`src/rtl/mem_stage_pkg.sv`:
```
// rtl/mem_stage_pkg.sv - rv32i_types: pipeline register structs and MEM stage state for mem_stage
package rv32i_types;

    typedef enum logic {
        IDLE = 1'b0,
        WAIT = 1'b1
    } mem_state_t;

    // Bit positions inside load_mask; no bit set means a full-word load.
    localparam int LM_LB  = 0;
    localparam int LM_LH  = 1;
    localparam int LM_LBU = 2;
    localparam int LM_LHU = 3;

    typedef struct packed {
        logic        valid;
        logic [31:0] pc;
        logic [31:0] inst;
        logic [4:0]  rd_s;
        logic [31:0] rd_v;
        logic        regf_we;
        logic [3:0]  load_mask;
        logic [31:0] dmem_addr;
        logic [3:0]  dmem_rmask;
        logic [3:0]  dmem_wmask;
        logic [31:0] dmem_wdata;
    } ex_mem_t;

    typedef struct packed {
        logic        valid;
        logic [31:0] pc;
        logic [31:0] inst;
        logic [4:0]  rd_s;
        logic [31:0] rd_v;
        logic        regf_we;
        logic [31:0] dmem_addr;
        logic [3:0]  dmem_rmask;
        logic [3:0]  dmem_wmask;
        logic [31:0] dmem_wdata;
        logic [31:0] dmem_rdata;
    } mem_wb_t;

    typedef struct packed {
        logic [4:0]  rd_s;
        logic [31:0] rd_v;
        logic        regf_we;
    } fwd_t;

endpackage

```
`src/rtl/mem_stage_load_align.sv`:
```
// rtl/mem_stage_load_align.sv - load_align: lane select and sign/zero extension of load data
module load_align
    import rv32i_types::*;
(
    input  logic [31:0] rdata,
    input  logic [3:0]  rmask,
    input  logic [3:0]  load_mask,
    output logic [31:0] rd_v
);

    logic [1:0]  off;
    logic [31:0] lane;

    always_comb begin
        off = 2'd0;
        // Lowest strobed byte lane gives the byte offset of the access.
        for (int i = 3; i >= 0; i--) begin
            if (rmask[i]) off = 2'(i);
        end
        lane = rdata >> {off, 3'b000};
        if (load_mask[LM_LB])
            rd_v = {{24{lane[7]}}, lane[7:0]};
        else if (load_mask[LM_LH])
            rd_v = {{16{lane[15]}}, lane[15:0]};
        else if (load_mask[LM_LBU])
            rd_v = {24'd0, lane[7:0]};
        else if (load_mask[LM_LHU])
            rd_v = {16'd0, lane[15:0]};
        else
            rd_v = lane;
    end

endmodule

```
`src/rtl/mem_stage.sv`:
```
// rtl/mem_stage.sv - RV32I MEM stage: EX/MEM register, dmem handshake, load alignment
// Optional request timeout enabled by defining MEM_STAGE_TIMEOUT_EN.
module mem_stage
    import rv32i_types::*;
#(
    parameter int TIMEOUT_CYCLES = 255
) (
    input  logic        clk,
    input  logic        rst_n,
    input  ex_mem_t     ex_mem_reg_next,
    input  logic [31:0] ex_dmem_addr,
    input  logic [3:0]  ex_dmem_rmask,
    input  logic [3:0]  ex_dmem_wmask,
    input  logic [31:0] ex_dmem_wdata,
    output logic [31:0] dmem_addr,
    output logic [3:0]  dmem_rmask,
    output logic [3:0]  dmem_wmask,
    output logic [31:0] dmem_wdata,
    input  logic [31:0] dmem_rdata,
    input  logic        dmem_resp,
    output mem_wb_t     mem_wb_reg_next,
    output fwd_t        mem_fwd,
`ifdef MEM_STAGE_TIMEOUT_EN
    output logic        mem_stall,
    output logic        timeout_err
`else
    output logic        mem_stall
`endif
);

    ex_mem_t     ex_mem_q;
    mem_state_t  state, state_n;
    logic        timeout;
    logic        issue;
    logic        is_load, is_store;
    logic        retire_v;
    logic [31:0] load_rd_v;
    logic [31:0] rd_v_fin;

`ifdef MEM_STAGE_TIMEOUT_EN
    localparam int CW = $clog2(TIMEOUT_CYCLES + 1);
    logic [CW-1:0] wait_cnt;

    // wait_cnt holds completed WAIT cycles, so the last allowed cycle sees TIMEOUT_CYCLES-1.
    assign timeout     = (state == WAIT) & ~dmem_resp & (wait_cnt == CW'(TIMEOUT_CYCLES - 1));
    assign timeout_err = timeout;

    always_ff @(posedge clk or negedge rst_n) begin
        if (!rst_n)
            wait_cnt <= '0;
        else if (mem_stall)
            wait_cnt <= wait_cnt + CW'(1);
        else
            wait_cnt <= '0;
    end
`else
    assign timeout = 1'b0;
`endif

    assign mem_stall = (state == WAIT) & ~dmem_resp & ~timeout;
    assign issue     = rst_n & ~mem_stall & ex_mem_reg_next.valid;

    assign dmem_addr  = issue ? ex_dmem_addr  : 32'd0;
    assign dmem_rmask = issue ? ex_dmem_rmask : 4'd0;
    assign dmem_wmask = issue ? ex_dmem_wmask : 4'd0;
    assign dmem_wdata = issue ? ex_dmem_wdata : 32'd0;

    always_ff @(posedge clk or negedge rst_n) begin
        if (!rst_n) begin
            ex_mem_q <= '0;
            state    <= IDLE;
        end else begin
            state <= state_n;
            if (!mem_stall) ex_mem_q <= ex_mem_reg_next;
        end
    end

    always_comb begin
        state_n = state;
        if (!mem_stall)
            state_n = (ex_mem_reg_next.valid &&
                       (|(ex_mem_reg_next.dmem_rmask | ex_mem_reg_next.dmem_wmask))) ? WAIT : IDLE;
    end

    load_align u_load_align (
        .rdata     (dmem_rdata),
        .rmask     (ex_mem_q.dmem_rmask),
        .load_mask (ex_mem_q.load_mask),
        .rd_v      (load_rd_v)
    );

    assign is_load  = |ex_mem_q.dmem_rmask;
    assign is_store = |ex_mem_q.dmem_wmask;
    assign rd_v_fin = is_load ? load_rd_v : ex_mem_q.rd_v;
    // An abandoned request leaves the stage as a bubble.
    assign retire_v = ex_mem_q.valid & ~mem_stall & ~timeout;

    always_comb begin
        mem_wb_reg_next            = '0;
        mem_wb_reg_next.valid      = retire_v;
        mem_wb_reg_next.pc         = ex_mem_q.pc;
        mem_wb_reg_next.inst       = ex_mem_q.inst;
        mem_wb_reg_next.rd_s       = is_store ? 5'd0 : ex_mem_q.rd_s;
        mem_wb_reg_next.rd_v       = rd_v_fin;
        mem_wb_reg_next.regf_we    = ex_mem_q.regf_we & ~is_store;
        mem_wb_reg_next.dmem_addr  = ex_mem_q.dmem_addr;
        mem_wb_reg_next.dmem_rmask = ex_mem_q.dmem_rmask;
        mem_wb_reg_next.dmem_wmask = ex_mem_q.dmem_wmask;
        mem_wb_reg_next.dmem_wdata = ex_mem_q.dmem_wdata;
        mem_wb_reg_next.dmem_rdata = dmem_rdata;

        mem_fwd         = '0;
        mem_fwd.rd_s    = is_store ? 5'd0 : ex_mem_q.rd_s;
        mem_fwd.rd_v    = rd_v_fin;
        mem_fwd.regf_we = retire_v & ex_mem_q.regf_we & ~is_store;
    end

endmodule

```
`config.mk`:
```
export PLATFORM = sky130hd
export DESIGN_NAME = mem_stage
export DESIGN_NICKNAME = d
export VERILOG_FILES = /design/src/rtl/mem_stage_pkg.sv /design/src/rtl/mem_stage_load_align.sv /design/src/rtl/mem_stage.sv
export SDC_FILE = /design/constraint.sdc
export NUM_CORES = 1
export LEC_CHECK = 0
export CORE_AREA = 2 2 233 235
export DETAILED_ROUTE_END_ITERATION = 10
export DIE_AREA = 0 0 235 237
export REMOVE_ABC_BUFFERS = 1
export SLEW_MARGIN = 20
export SYNTH_ARGS = -nofsm -noshare
export SYNTH_HDL_FRONTEND = slang
export SYNTH_SLANG_ARGS = --single-unit
```
`constraint.sdc`:
```
create_clock -name clk -period 2.3 [get_ports clk]
set_clock_uncertainty 0.05 [all_clocks]
set_input_delay 0.23 -clock clk [delete_from_list [all_inputs] [get_ports clk]]
set_output_delay 0.23 -clock clk [all_outputs]
set_load 0.1 [all_outputs]
```
==> metrics.yaml <==
r2r_end: "mem_wb_reg_next[76]"
grt_max_degree: 106
worst_slew_pin_slew_ns: 0.659
numCtsBuffers: 17
fin_crit_ns: 2.68
cts.clk_slew.worst_paths_ns: 0.07
hp-class: "primary input to register"
synth-xor-area-share_pct: 0
synth.top_cells.by_area: "dfrtp_1 46%, mux2_2 20%, buf_4 16%"
synth_top_family_by_area: "multiplexers"
yosysMostFrequentCell: "buf_4"
synth-simple-area-share_pct: 10.9
vias_per_cell: 3.98
regArea_sq_um: 4510
die_x_um: 235
ys_ff_latch: 180
crit_fanout: 5
r2r_slack_ns: 0.63
outcome: "complete, but fails checks"
finalNetCount: 1640
grtUsageTotal_pct: 14.6
final_antenna_net_count: 0
path_class: "register to output pin"
clock_latency_ns: 0.47
fin_crit_sh_pct: 117
gr-total-overflow: 0
synthAdderAreaFrac_pct: 0
multiInputGateArea_sq_um: 3860
ys_top_cells_by_count: "206 x buf_4, 180 x dfrtp_1, 179 x mux2_2"
cp-start-kind: "register"
slew_viol_final: 0
layout_setup_ws_ns: -0.381
slew_headroom_pct: 56.0
muxShareOfSynthArea_pct: 21.1
routabilityCongestion: 0.949
critPathArrivalTime_ns: 2.40
die_height_um: 237
h-tree-depth: 4
ys_warn_count: 0
synth_ff_type: "dfrtp_1"
async_reset_ff_share_pct: 100
yosys.area.top_type: "dfrtp_1"
grt_pass1_wl_um: 59400
max-clock-path-buffers: 2
synth-compound-area-share_pct: 4.58
yosysTopAreaCellShare_pct: 45.6
hpwl_um: 34300
irDropWorstVdd_mv: 0.541
min-delay-start: "ex_mem_reg_next[21]"
coreArea_sq_um: 53300
final_core_util_pct: 34.4
syn_area_sq_um: 9870
wl_per_cell_um: 20.1
ios: 604
ys_seq_area_share_pct: 45.6
syn_inst: 852
drv_cap: 0
rr_worst_depth: 4
rr_startpoint: "state"
antenna_found_initial: 6
finalSetupViolations: 64
total_leakage_power_uw: 0.00768
rsz0062_at_grt: "yes"
end_kind: "output pin"
drtIter0Drc: 388
vias: 8225
startpoint: "mem_wb_reg_next[70]"
dieArea_sq_um: 55700
root_buffer: "clkbuf_16"
powerDensity_nw_per_um2: 798
start_util_pct: 18.5
finalWirelength_um: 41500
synth-edff-count: 0
endpoint: "mem_fwd[17]"
drive_gt1_share_pct: 51.7
ys_types: 39
syn_to_final_growth_pct: 85.8
nFillCells: 5198
portBuffers: 603
violations: "setup timing"
tns_ns: -19.35
cts_sinks: 180
cts_tree: "yes"
firstDrtPassIters: 5
max_freq_mhz: 373
avgSynthCellArea_sq_um: 11.6
row_count: 85
drc: 0
grt_pass1_vias: 8641
hold_viol_final: 0
cp.required_ns: 2.02
## sequential cells by signal (all words and copies together) (netlist names)
register / count
state: 1
mem_wb_reg_next: 136
ex_mem_q: 43
## through the flow
stage	power, uW	cell area (sq um)	hold slack [ns]	setup slack, ns	instances
6_report	14600	18300	0.309	-0.381	2065
5_1_grt	15100	18300	0.268	-0.488	2063
4_1_cts	14800	18200	0.248	-0.410	2061
3_5_place_dp	11700	17200	0.357	-0.237	2007
3_3_place_gp	11600	17200	0.373	-0.243	2007
2_1_floorplan	8430	8120	-0.116	-13.61	606
## worst max-delay path: stages, from the launching register on
cell      delay, ns
dfrtp_1        0.40
buf_4          0.15
nor3b_2        0.16
buf_4          0.18
buf_8          0.15
nor3b_4        0.06
o211ai_1       0.31
nand4_1        0.18
buf_6          0.17
buf_12         0.16
## cell usage in the layout (no fill, tap or decap), types with 4 or more instances in the layout
cell type,n
clkbuf_16,17
mux2_2,179
nor3b_4,7
nand2b_1,8
inv_6,4
a21oi_1,7
buf_12,180
nand2_1,22
nor3_2,8
nand4_1,8
nor3b_2,7
o211ai_1,14
nor2_1,8
mux2i_1,7
buf_6,19
clkdlybuf4s50_1,284
dfrtp_1,178
a22oi_1,12
and2_1,78
nand3_1,8
o22ai_1,7
buf_4,242
## repair_timing
action | in CTS | in global routing
pin swaps | 26 | 17
hold endpoints to repair | 143 | 0
hold buffers | 1 | 0
gates resized for setup | 59 | 19
buffers inserted | 23 | 2
gates cloned | 1 | 0
endpoints found under the setup margin | 64 | 65
## cell type report
class                   count  share of cell area, %
multi-input cells         424                   21.1
clock buffers              20                   2.49
repair buffers            729                   46.5
flip-flops and latches    180                   24.6
well taps                 696                   4.75
inverters                   2                 0.0409
clock inverters            12                  0.512
diodes                      2                 0.0273
## cell families (layout without fill, tap and decap cells)
| family | after synthesis | count (layout) |
|---|---|---|
| multiplexers | 186 | 186 |
| buffers and inverters | 248 | 763 |
| AND/OR/NAND/NOR | 180 | 180 |
| AO/OA/AOI/OAI | 58 | 58 |
| other | 0 | 2 |
| flip-flops | 180 | 180 |
## power breakdown
part | total [uW] | leakage, uW | internal (uW) | switching [uW]
combinational | 8110 | 0.00532 | 2720 | 5380
clock | 2830 | 0.000270 | 1450 | 1380
sequential | 3690 | 0.00209 | 3480 | 202
## routing by layer
metal  global-route usage (%)  part of all wire, %
met2                     26.2                   53
met1                     16.6                   38
met3                     4.51                  7.1
met4                     4.32                  1.7
met5                        0                    0
## how the worst min path moves through the flow
stage | endpoint | slack [ns] | depth (start not counted)
floorplan | ex_mem_q[100] | -0.12 | 0
global placement | mem_wb_reg_next[41] | 0.37 | 2
detailed placement | ex_mem_q[178] | 0.36 | 2
CTS | mem_wb_reg_next[191] | 0.25 | 2
global route | mem_wb_reg_next[96] | 0.27 | 2
finish | mem_wb_reg_next[53] | 0.31 | 2
No activity file was read; power rests on OpenSTA's default activity.
